File: src/rtl/mem_pkg.sv
// Shared types for the memory port controller.
//   size_e  : access size encoding carried on req_size (3 is illegal).
//   state_e : controller FSM states, also visible on dbg_state.
package mem_pkg;

  typedef enum logic [1:0] {
    SIZE_BYTE = 2'd0,
    SIZE_HALF = 2'd1,
    SIZE_WORD = 2'd2
  } size_e;

  typedef enum logic [1:0] {
    IDLE    = 2'd0,
    RD_WAIT = 2'd1,
    RESP    = 2'd2
  } state_e;

endpackage

File: src/rtl/load_align.sv
// Combinational load formatter: picks the addressed byte/half lane out of a
// RAM word and sign- or zero-extends it to 32 bits.
//   word     : raw 32-bit RAM word
//   offset   : byte offset within the word (addr[1:0])
//   size     : size_e encoding; anything not byte/half is treated as word
//   unsigned : 1 = zero-extend, 0 = sign-extend
//   result   : right-aligned, extended load data
module load_align
  import mem_pkg::*;
(
  input  logic [31:0] word,
  input  logic [1:0]  offset,
  input  logic [1:0]  size,
  input  logic        is_unsigned,
  output logic [31:0] result
);

  logic [7:0]  byte_v;
  logic [15:0] half_v;
  logic        byte_sign;
  logic        half_sign;

  assign byte_v    = word[{offset, 3'b000} +: 8];
  // Halves are always 2-byte aligned, so only offset[1] selects the lane.
  assign half_v    = offset[1] ? word[31:16] : word[15:0];
  assign byte_sign = byte_v[7] & ~is_unsigned;
  assign half_sign = half_v[15] & ~is_unsigned;

  always_comb begin
    result = word;
    case (size_e'(size))
      SIZE_BYTE: result = {{24{byte_sign}}, byte_v};
      SIZE_HALF: result = {{16{half_sign}}, half_v};
      default:   result = word;
    endcase
  end

endmodule

File: src/rtl/mem_port_ctrl.sv
// Single-port load/store controller between a CPU request port and a
// 32-bit synchronous RAM with per-byte write enables.
//   clk, rst                     : clock, synchronous active-high reset
//   req_valid/req_ready          : request handshake
//   req_we/req_size/req_unsigned : store flag, access size, load extension
//   req_addr/req_wdata           : byte address, right-aligned store data
//   rsp_valid/rsp_rdata/rsp_err  : one-cycle completion with data/error
//   ram_rd/ram_we/ram_addr       : RAM read enable, byte enables, word address
//   ram_data/ram_out             : RAM write data (lane-replicated), read data
//   dbg_state                    : current FSM state (state_e encoding)
//
// Handshake: a request transfers on a rising edge where req_valid && req_ready.
// req_ready is high only in IDLE outside reset; the CPU holds its request
// stable until it transfers. Every accepted request produces exactly one
// rsp_valid pulse (stores/errors one cycle later, loads two) unless rst
// intervenes, in which case the request is dropped silently.
module mem_port_ctrl
  import mem_pkg::*;
#(
  parameter int RAM_ADDR_WIDTH = 13,
  parameter int RAM_BUS_WIDTH  = 32
) (
  input  logic                      clk,
  input  logic                      rst,
  input  logic                      req_valid,
  output logic                      req_ready,
  input  logic                      req_we,
  input  logic [1:0]                req_size,
  input  logic                      req_unsigned,
  input  logic [31:0]               req_addr,
  input  logic [31:0]               req_wdata,
  output logic                      rsp_valid,
  output logic [31:0]               rsp_rdata,
  output logic                      rsp_err,
  output logic                      ram_rd,
  output logic [3:0]                ram_we,
  output logic [RAM_ADDR_WIDTH-1:0] ram_addr,
  output logic [RAM_BUS_WIDTH-1:0]  ram_data,
  input  logic [RAM_BUS_WIDTH-1:0]  ram_out,
  output logic [1:0]                dbg_state
);

  state_e      state, state_nxt;
  logic        accept;
  logic        align_ok;
  logic        range_ok;
  logic        legal;
  logic [1:0]  lat_off;
  logic [1:0]  lat_size;
  logic        lat_uns;
  logic [31:0] load_data;

  assign req_ready = (state == IDLE) && !rst;
  assign accept    = req_valid && req_ready;
  assign rsp_valid = (state == RESP);
  assign dbg_state = state;
  assign ram_addr  = req_addr[RAM_ADDR_WIDTH+1:2];

  always_comb begin
    align_ok = 1'b0;
    case (size_e'(req_size))
      SIZE_BYTE: align_ok = 1'b1;
      SIZE_HALF: align_ok = !req_addr[0];
      SIZE_WORD: align_ok = (req_addr[1:0] == 2'b00);
      default:   align_ok = 1'b0;
    endcase
  end

  // Bytes above the RAM's footprint must be zero; there is no aliasing.
  assign range_ok = (req_addr[31:RAM_ADDR_WIDTH+2] == '0);
  assign legal    = align_ok && range_ok;

  // Stores are replicated to every lane so the byte enables alone pick the
  // destination bytes.
  always_comb begin
    ram_data = req_wdata;
    case (size_e'(req_size))
      SIZE_BYTE: ram_data = {4{req_wdata[7:0]}};
      SIZE_HALF: ram_data = {2{req_wdata[15:0]}};
      default:   ram_data = req_wdata;
    endcase
  end

  always_comb begin
    state_nxt = state;
    ram_rd    = 1'b0;
    ram_we    = 4'b0000;
    case (state)
      IDLE: begin
        if (accept) begin
          if (!legal) begin
            state_nxt = RESP;
          end else if (req_we) begin
            state_nxt = RESP;
            case (size_e'(req_size))
              SIZE_BYTE: ram_we = 4'b0001 << req_addr[1:0];
              SIZE_HALF: ram_we = 4'b0011 << req_addr[1:0];
              default:   ram_we = 4'b1111;
            endcase
          end else begin
            state_nxt = RD_WAIT;
            ram_rd    = 1'b1;
          end
        end
      end
      RD_WAIT: state_nxt = RESP;
      RESP:    state_nxt = IDLE;
      default: state_nxt = IDLE;
    endcase
  end

  load_align u_load_align (
    .word        (ram_out),
    .offset      (lat_off),
    .size        (lat_size),
    .is_unsigned (lat_uns),
    .result      (load_data)
  );

  // Response registers change only when a response is being produced, so
  // they hold their previous value while rsp_valid is low.
  always_ff @(posedge clk) begin
    if (rst) begin
      state     <= IDLE;
      rsp_rdata <= '0;
      rsp_err   <= 1'b0;
      lat_off   <= '0;
      lat_size  <= '0;
      lat_uns   <= 1'b0;
    end else begin
      state <= state_nxt;
      if (accept && (!legal || req_we)) begin
        rsp_err   <= !legal;
        rsp_rdata <= '0;
      end
      if (accept && legal && !req_we) begin
        lat_off  <= req_addr[1:0];
        lat_size <= req_size;
        lat_uns  <= req_unsigned;
      end
      if (state == RD_WAIT) begin
        rsp_err   <= 1'b0;
        rsp_rdata <= load_data;
      end
    end
  end

endmodule

File: config.mk
export PLATFORM = sky130hd
export DESIGN_NAME = mem_port_ctrl
export DESIGN_NICKNAME = d
export VERILOG_FILES = /design/src/rtl/mem_pkg.sv /design/src/rtl/load_align.sv /design/src/rtl/mem_port_ctrl.sv
export SDC_FILE = /design/constraint.sdc
export NUM_CORES = 1
export LEC_CHECK = 0
export CELL_PAD_IN_SITES_DETAIL_PLACEMENT = 1
export CELL_PAD_IN_SITES_GLOBAL_PLACEMENT = 1
export CORE_MARGIN = 10
export CORE_UTILIZATION = 25
export CTS_BUF_LIST = sky130_fd_sc_hd__clkbuf_4
export CTS_CLUSTER_SIZE = 16
export DETAILED_ROUTE_END_ITERATION = 16
export PLACE_DENSITY = 0.82
export SYNTH_ARGS = -nofsm -noshare
export SYNTH_HDL_FRONTEND = slang
export SYNTH_SLANG_ARGS = --single-unit
File: constraint.sdc
create_clock -name clk -period 2.6 [get_ports clk]
set_clock_uncertainty 0.2 [all_clocks]
set_input_delay 0.65 -clock clk [delete_from_list [all_inputs] [get_ports clk]]
set_output_delay 0.65 -clock clk [all_outputs]
set_load 0.005 [all_outputs]
==> results.txt, run 1 <==
----------------------------------------------------
[Outcome]
  Outcome ... finished, violations left
  Failing checks ... negative setup slack

[Synth]
  Number of distinct standard cells referenced by the synthesized netlist ... 40
  Count of state elements after synthesis ... 40
  Post-synthesis instance area ... around 0.0028 mm²
  Async set or reset register ratio after synthesis ... 0%
  Dominant synthesized flop cell ... sky130_fd_sc_hd__dfxtp_1
  Post-synth EDFFs ... 0
  Gate count after technology mapping ... ~330
  Seq/Total Area, Yosys ... 29.1%
  Mapped Avg Cell Area ... 8.33 µm²
  Count of yosys warnings during synthesis ... 0
  Synth Net Count ... about 430

[Floorplan]
  Row count ... 38
  Floorplan die height ... 125 µm
  Standard cell core area ... 0.0108 mm²
  Die width ... 125 µm
  Initial core utilization ... 25.4%
  Number of top-level design ports ... 190
  Die area ... 0.0156 mm²

[STA]
  Count of endpoints failing setup in the final report ... 3
  Fmax ... 368 MHz
  Setup repair after global routing missed its margin ... yes
  Post-route minimum period ... 2.72 ns
  Transition time at the pin with the least slew margin ... 1.02 ns
  Final setup slack of the worst path ... -0.116 ns
  Share of the clock period used by the worst path after layout ... 104%
  Final hold viol count ... 0
  Final hold slack ... 0.274 ns
  Headroom to the max-slew limit ... 31.7%
  Max-slew violation count ... 0

[Global route]
  Maximum number of pins on one net before global-route repair ... 34
  Wire length of the first global-routing pass ... 19.6 mm
  Routing usage on met3 ... 6.59%
  Global-route layer with the greatest usage ... met2
  Grt ovf ... 0
  Total Routing Usage GR ... between 10% and 20%
  Met1 capacity usage during global routing ... 15.7%
  Vias in the first global route ... 3,484
  M2 GR Usage ... 27.9%
  Initial antenna violation count ... 1

[Layout]
  Final std cells w/o fill ... 635
  Net count of the finished layout ... ~600
  Layout area overhead ... 70.0%
  Layout cells sized above 1 ... between 20% and 30%

[Setup path]
  Critical Path Start Type ... input pin
  Total number of cells along the worst setup path ... 7
  Worst reg2reg setup slack ... 0.32 ns
  Origin of the worst setup path ... req_addr[22]
  Buffers plus inverters on the worst setup path ... 3
  Slowest CP cell ... sky130_fd_sc_hd__nor4_4
  Worst stage delay on the critical path ... 0.27 ns
  Start of the worst register-to-register path ... dbg_state[1]
  Maximum fanout count along the critical path ... 3
  Destination of the worst register-to-register timing path ... rsp_rdata[0]
  Cell family with the largest share of critical-path delay ... simple AND/OR/NAND/NOR gates
  CP endpoint kind ... output pin
  R2r worst-path depth ... 4
  Data required time of the worst path ... approximately 1.8 ns
  Kind of critical path ... in -> out
  Crit path cell chain ... buf_6, nor4_4, nand4_1, nor3_4, buf_4, o21a_1, buf_2
  CP Data Arrival Time ... 1.87 ns

[Clock tree]
  Reg clk slew, reported paths ... between 0.1 and 0.15 ns
  Inserted Clock Buffers ... 5
  Count of hold buffers inserted by post-cts repair ... 0
  Clock root buffer ... sky130_fd_sc_hd__clkbuf_4
  Number of sinks handled by clock tree synthesis ... 40
  Maximum count of clock buffers along a single path ... 2
  TritonCTS clock tree ... built
  CTS H-tree depth ... 2
  Worst-Skew Late Latency ... 0.35 ns

[Drt]
  DRT antenna net count ... 0
  Vias post-DR ... 3,103
  Via density ... a little under 5
  Wirelength per Cell ... 20.1 µm
  Detailed router's first-iteration violation count ... 164
  Total routed wirelength ... 12.8 mm
  Number of iterations in the first detailed-routing pass ... 4
  DRC Markers ... 0

[Placed design]
  # placed instances ... 616
  Detailed placer's ending HPWL ... around 10 mm
  Final GP Congestion ... 0.796
  Buffers on Ports ... 163

[Power and ir drop]
  Leakage power summed over all cells ... 1.88 nW
  Internal Pwr Total ... between 1 and 1.5 mW
  Switching Share ... around a quarter
  VDD IR-drop max ... 0.301 mV
  Part of the power in registers ... 40.5%
  Power share of the combinational group ... 26.3%
  Net Sw Power ... 0.371 mW
  Pwr Density ... 324 mW/mm²
  Total power after layout ... approximately 1.5 mW
  Share of power burned in the clock network ... 33.2%

[Hold path]
  Worst Hold Depth ... 2
  Worst Hold Launch ... rsp_rdata[15]
  Sink of the worst hold path ... rsp_rdata[15]
  Worst hold path type ... reg -> reg

[Job]
  Count of max-cap constraint violations ... 0

----------------------------------------------------
==> cells in the mapped netlist, types with 2 or more instances <==
master / instances / area share [%]
sky130_fd_sc_hd__o21ai_0: 45 / 8.2
sky130_fd_sc_hd__nand2_1: 44 / 6.0
sky130_fd_sc_hd__dfxtp_1: 40 / 29
sky130_fd_sc_hd__o22ai_1: 25 / 5.7
sky130_fd_sc_hd__buf_4: 23 / 6.3
sky130_fd_sc_hd__mux2_2: 23 / 9.4
sky130_fd_sc_hd__mux2i_1: 20 / 7.3
sky130_fd_sc_hd__clkbuf_1: 12 / 1.6
sky130_fd_sc_hd__nor2_1: 11 / 1.5
sky130_fd_sc_hd__a21oi_1: 9 / 1.6
sky130_fd_sc_hd__nand2b_1: 9 / 2.0
sky130_fd_sc_hd__and2_1: 8 / 1.8
sky130_fd_sc_hd__a21boi_1: 6 / 1.6
sky130_fd_sc_hd__nand4_1: 6 / 1.4
sky130_fd_sc_hd__o22ai_2: 6 / 2.7
sky130_fd_sc_hd__buf_2: 5 / 0.91
sky130_fd_sc_hd__buf_6: 5 / 2.0
sky130_fd_sc_hd__o21a_1: 5 / 1.4
sky130_fd_sc_hd__inv_1: 4 / 0.54
sky130_fd_sc_hd__a21boi_0: 2 / 0.54
sky130_fd_sc_hd__nor3_1: 2 / 0.36
sky130_fd_sc_hd__nor4_1: 2 / 0.45
sky130_fd_sc_hd__nor4_2: 2 / 0.91
==> routing by layer <==
metal,vias up,share of wire [%]
met4,0,1.0
met1,1470,38
met5,-,0
li1,1492,-
met3,8,9.4
met2,133,52
==> logic make-up after synthesis <==
family / synth area share, %
compound gates: 24.6
simple gates: 17.1
buf+inv: 11.8
mux: 17.5
flops: 29.1
==> flip-flops by register name, indices dropped and copies added, names as in the netlist <==
register   count
rsp_rdata     32
dbg_state      2
lat_off        2
lat_size       2
lat_uns        1
rsp_err        1
==> power groups by stage <==
stage / Sequential (mW) / Combinational, mW / Clock, mW
6_report: 0.616 / 0.400 / 0.504
5_1_grt: 0.617 / 0.431 / 0.545
4_1_cts: 0.616 / 0.398 / 0.515
3_5_place_dp: 0.630 / 0.407 / 0
3_3_place_gp: 0.630 / 0.401 / 0
2_1_floorplan: 0.630 / 0.142 / 0
==> layout by cell type (no fill, tap or decap), types with 2 or more instances in the layout <==
| cell | synthesis | final |
|---|---|---|
| sky130_fd_sc_hd__mux2_2 | 23 | 23 |
| sky130_fd_sc_hd__o21ai_0 | 45 | 44 |
| sky130_fd_sc_hd__buf_2 | 5 | 19 |
| sky130_fd_sc_hd__bufinv_16 | 0 | 2 |
| sky130_fd_sc_hd__nand2_1 | 44 | 43 |
| sky130_fd_sc_hd__buf_12 | 0 | 2 |
| sky130_fd_sc_hd__nand2b_1 | 9 | 9 |
| sky130_fd_sc_hd__mux2i_1 | 20 | 20 |
| sky130_fd_sc_hd__o21a_1 | 5 | 5 |
| sky130_fd_sc_hd__dfxtp_1 | 40 | 39 |
| sky130_fd_sc_hd__and2_1 | 8 | 8 |
| sky130_fd_sc_hd__buf_6 | 5 | 12 |
| sky130_fd_sc_hd__clkdlybuf4s15_1 | 0 | 4 |
| sky130_fd_sc_hd__dlymetal6s2s_1 | 0 | 2 |
| sky130_fd_sc_hd__o22ai_1 | 25 | 25 |
| sky130_fd_sc_hd__a21oi_2 | 1 | 2 |
| sky130_fd_sc_hd__dlygate4sd2_1 | 0 | 26 |
| sky130_fd_sc_hd__clkbuf_4 | 0 | 5 |
| sky130_fd_sc_hd__clkbuf_2 | 1 | 2 |
| sky130_fd_sc_hd__o22ai_2 | 6 | 6 |
| sky130_fd_sc_hd__buf_8 | 0 | 2 |
| sky130_fd_sc_hd__nor2_1 | 11 | 10 |
| sky130_fd_sc_hd__a21boi_1 | 6 | 6 |
| sky130_fd_sc_hd__a21boi_0 | 2 | 2 |
| sky130_fd_sc_hd__nor4_4 | 0 | 3 |
| sky130_fd_sc_hd__clkdlybuf4s50_1 | 0 | 100 |
| sky130_fd_sc_hd__inv_1 | 4 | 4 |
| sky130_fd_sc_hd__buf_4 | 23 | 33 |
| sky130_fd_sc_hd__a21oi_1 | 9 | 8 |
| sky130_fd_sc_hd__nand4_1 | 6 | 6 |
==> worst reg2reg max path: cells and delay by family (launching register included) <==
kind                   cells  cell delay (ns)
DFF                        1             0.36
buffers and inverters      1             0.21
and+or+nand+nor            1             0.32
AOI/OAI and AO/OA          2             1.03
==> layout make-up <==
type,instances,area [µm²]
Timing Repair Buffer,203,1880
Antenna cell,1,2.50
Inverter,5,18.8
Clock inverter,2,60.1
Multi-Input combinational cell,239,1710
Fill cell,1282,6150
Tap cell,140,175
Clock buffer,5,37.5
Sequential cell,40,802
==> worst max path at each step <==
stage / slack (ns) / end
floorplan: 0.0008 / ram_we[0]
global placement: -0.80 / ram_we[2]
detailed placement: -0.95 / ram_we[2]
CTS: -0.09 / ram_we[2]
global route: -0.17 / ram_we[1]
finish: -0.12 / ram_we[0]
==> through the flow <==
step | setup slack (ns) | util [%] | area, µm² | TNS (ns)
final | -0.116 | 43.2 | 4690 | -0.305
after global routing | -0.173 | 43.2 | 4690 | -0.538
after CTS | -0.0877 | 42.8 | 4640 | -0.235
after detailed placement | -0.950 | 41.5 | 4500 | -32.56
after global placement | -0.798 | 41.5 | 4500 | -28.98
after floorplan | 0.000819 | - | 2760 | 0
==> timing repair <==
item	CTS	global route
gates resized for setup	169	20
pin swaps	11	7
gates cloned	1	0
buffers inserted	10	1
setup endpoints to repair	65	10
Power figures use the tool's default switching activity.
==> inputs of run 2 (changes only) <==
- CAP_MARGIN: unset -> 20
- CTS_CLUSTER_DIAMETER: unset -> 100
==> results of run 2 <==
The final DEF is identical to that of run 1; final timing and power are the same.
==> inputs of run 3 (changes only) <==
- CORE_MARGIN: 10 -> 4
==> run 3 against run 2 <==
The flow still finishes with violations (negative setup slack). Final cell count up 2.5%. Sequential power about the same. Die area down 18%. Critical path type unchanged. Fmax down 1.8%. Highest routed layer unchanged. Sequential share of layout area down 0.55 points. Non-clock buffer count up 16. Global-route usage up 3.6 points. Power down 4.2%. Worst hold slack better by 0.0060 ns. Critical endpoint unchanged.
==> results.txt, run 3 (synthesis gave the netlist of run 1 again) <==
----------------------------------------------------
[Global route]
  Wire length of the first global-routing pass ... 19.0 mm (-2.8%)
  Vias in the first global route ... 3,592 (+3.1%)
  Initial antenna violation count ... 0 (-1)
  Maximum number of pins on one net before global-route repair ... 34 (unchanged)
  Total Routing Usage GR ... 18.8% (+3.6 points)
  Grt ovf ... 0 (unchanged)

[STA]
  Max-slew violation count ... 0 (unchanged)
  Count of endpoints failing setup in the final report ... 4 (+1)
  Headroom to the max-slew limit ... 32.4% (+0.64 points)
  Fmax ... 362 MHz (-1.8%)
  Final setup slack of the worst path ... -0.165 ns (-0.0498 ns)
  Transition time at the pin with the least slew margin ... 1.01 ns (-0.00954 ns)
  Total Negative Setup Slacks ... -0.421 ns (-0.115 ns)
  Share of the clock period used by the worst path after layout ... 106% (+1.9 points)
  Setup repair after global routing missed its margin ... yes
  Final hold viol count ... 0 (unchanged)
  Post-route minimum period ... 2.77 ns (+0.0498 ns)

[Hold path]
  Worst hold path type ... reg -> reg

[Drt]
  Via density ... 4.92 (+0.59%)
  Detailed router's first-iteration violation count ... 103 (-37%)
  DRC Markers ... 0 (unchanged)
  Total routed wirelength ... 12.3 mm (-3.7%)
  Wirelength per Cell ... 18.9 µm (-6.1%)
  DRT antenna net count ... 0 (unchanged)
  Number of iterations in the first detailed-routing pass ... 4 (unchanged)
  Vias post-DR ... 3,200 (+3.1%)

[Setup path]
  CP endpoint kind ... output pin
  Worst stage delay on the critical path ... 0.28 ns (about the same)
  CP Data Arrival Time ... 1.92 ns (+0.05 ns)
  Kind of critical path ... in -> out
  Cell family with the largest share of critical-path delay ... simple AND/OR/NAND/NOR gates
  CP endpoint ... ram_we[0]
  R2r worst-path depth ... 13 (+9)
  Data required time of the worst path ... 1.75 ns (about the same)
  Crit path cell chain ... buf_6, nor4_4, nand4_1, nor3_4, buf_6, buf_6, o21a_1, buf_2
  Destination of the worst register-to-register timing path ... rsp_err
  Worst reg2reg setup slack ... 0.24 ns (-0.08 ns)
  Slowest CP cell ... sky130_fd_sc_hd__nor4_4
  Origin of the worst setup path ... req_addr[20]
  Critical Path Start Type ... input pin
  Buffers plus inverters on the worst setup path ... 4 (+1)
  Maximum fanout count along the critical path ... 3 (unchanged)
  Most repeated library cell on the critical path ... sky130_fd_sc_hd__buf_6
  Start of the worst register-to-register path ... dbg_state[0]
  Total number of cells along the worst setup path ... 8 (+1)

[Layout]
  Layout area overhead ... 76.0%
  Final standard cell area without fillers ... 0.00485 mm² (+3.5%)
  Layout fillers ... 1,267 (-1.2%)
  Most common cell after layout, fill and taps aside ... sky130_fd_sc_hd__clkdlybuf4s50_1
  Antenna diode count ... 0 (-1)
  Number of flip-flops in the largest register ... 32 (unchanged)
  Area occupied by registers ... 803 µm² (+0.16%)
  Top library cells by usage in the layout, fill and taps aside ... sky130_fd_sc_hd__clkdlybuf4s50_1 (103), sky130_fd_sc_hd__buf_4 (43), sky130_fd_sc_hd__nand2_1 (42)
  Layout cells sized above 1 ... 28.4% (+2.7 points)
  Area used by multi-input combinational logic ... 0.00175 mm² (+2.4%)
  Net count of the finished layout ... 613 (+2.7%)
  Register name with the most flops ... rsp_rdata

[Placed design]
  Final GP Congestion ... 0.812 (+2.1%)
  Setup slack after placement ... -0.860 ns (+0.0897 ns)
  Cell area after placement ... 0.00451 mm² (+0.28%)
  Buffers on Ports ... 163 (unchanged)
  Detailed placer's ending HPWL ... 9.21 mm (-8.6%)

[Power and ir drop]
  Total power after layout ... 1.46 mW (-4.2%)
  Switching Share ... 26.8% (+2.4 points)
  Internal Pwr Total ... 1.07 mW (-7.2%)
  Leakage power summed over all cells ... 1.96 nW (+4.3%)
  VDD IR-drop max ... 0.192 mV (-36%)
  Net Sw Power ... 0.390 mW (+5.1%)
  Pwr Density ... 300 mW/mm² (-7.4%)
  Power share of the combinational group ... 29.2% (+2.9 points)
  Share of power burned in the clock network ... 28.5% (-4.7 points)
  Part of the power in registers ... 42.3% (+1.8 points)

[Floorplan]
  Row count ... 38 (unchanged)
  Standard cell core area ... 0.0108 mm² (-0.44%)
  Die area ... 0.0128 mm² (-18%)
  Initial core utilization ... 25.5% (+0.11 points)
  Die width ... 113 µm (-9.6%)
  Floorplan die height ... 113 µm (-9.6%)
  Number of top-level design ports ... 190 (unchanged)

[Clock tree]
  Clock root buffer ... sky130_fd_sc_hd__clkbuf_4
  Maximum count of clock buffers along a single path ... 2 (unchanged)
  TritonCTS clock tree ... built
  Worst-Skew Late Latency ... 0.35 ns (about the same)
  Number of sinks handled by clock tree synthesis ... 40 (unchanged)
  CTS H-tree depth ... 2 (unchanged)
  Reg clk slew, reported paths ... 0.11 ns (-0.03 ns)
  Inserted Clock Buffers ... 5 (unchanged)

[Job]
  Count of max-cap constraint violations ... 0 (unchanged)

[Outcome]
  Outcome ... finished, violations left
  Failing checks ... negative setup slack

----------------------------------------------------
==> run 3: cell count changes in the layout (fill, tap and decap cells not counted), sizes merged <==
cell	change
buf	+8
bufbuf	-1
bufinv	-1
clkbuf	+6
clkdlybuf4s15	+1
clkdlybuf4s50	+3
clkinv	+2
diode	-1
dlygate4sd2	-3
dlymetal6s2s	+2
==> run 3: worst min-delay path, stage by stage (launching register included) <==
cell and delay (ns):
sky130_fd_sc_hd__dfxtp_1 0.34, sky130_fd_sc_hd__nand2_2 0.05, sky130_fd_sc_hd__a21boi_1 0.05
==> run 3: power groups by stage <==
stage | clock network (mW) | registers [mW] | logic (mW)
finish | 0.416 | 0.616 | 0.425
global route | 0.446 | 0.617 | 0.456
CTS | 0.420 | 0.616 | 0.412
detailed placement | 0 | 0.630 | 0.404
global placement | 0 | 0.630 | 0.397
floorplan | 0 | 0.630 | 0.142
==> run 3: cell type report <==
class                      count  area share (%)
clock inverter                 3           0.774
sequential                    40            16.6
clock buffer                   5           0.774
tap                          140            3.61
multi-input combinational    239            36.0
timing repair buffer         219            41.9
inverter                       5           0.387
==> run 3: worst min path at each step <==
stage | cells after the start | start | slack, ns | to
after global placement | 2 | rsp_rdata[27] | 0.26 | rsp_rdata[27]
after global routing | 2 | rsp_rdata[16] | 0.30 | rsp_rdata[16]
final | 2 | rsp_err | 0.28 | rsp_err
after floorplan | 2 | rsp_rdata[15] | 0.25 | rsp_rdata[15]
after CTS | 2 | rsp_err | 0.28 | rsp_err
after detailed placement | 2 | rsp_rdata[26] | 0.26 | rsp_rdata[26]
==> run 3: repair_timing <==
item                       4_1_cts  5_1_grt
pin swaps                       14       14
cloned                           1        0
setup endpoints to repair       33       21
buffers inserted                24        8
hold buffers                     0        0
resized for setup              148       50
==> run 3: through the flow <==
step           hold slack [ns]  std cells  utilization, %
4_1_cts                  0.279        649            44.4
3_5_place_dp             0.260        616            41.8
5_1_grt                  0.302        651            44.9
6_report                 0.280        651            44.9
3_3_place_gp             0.259        616            41.8
2_1_floorplan            0.252        331               -
==> run 3: routing by layer <==
metal / GRT usage (%) / share of wire, % / routed length [µm] / up-vias
li1: - / - / - / 1525
met3: 5.19 / 7.1 / 872 / 26
met1: 19.2 / 36 / 4360 / 1512
met4: 6.41 / 2.5 / 301 / 0
met2: 36.5 / 55 / 6740 / 137
met5: 0 / 0 / 0 / -
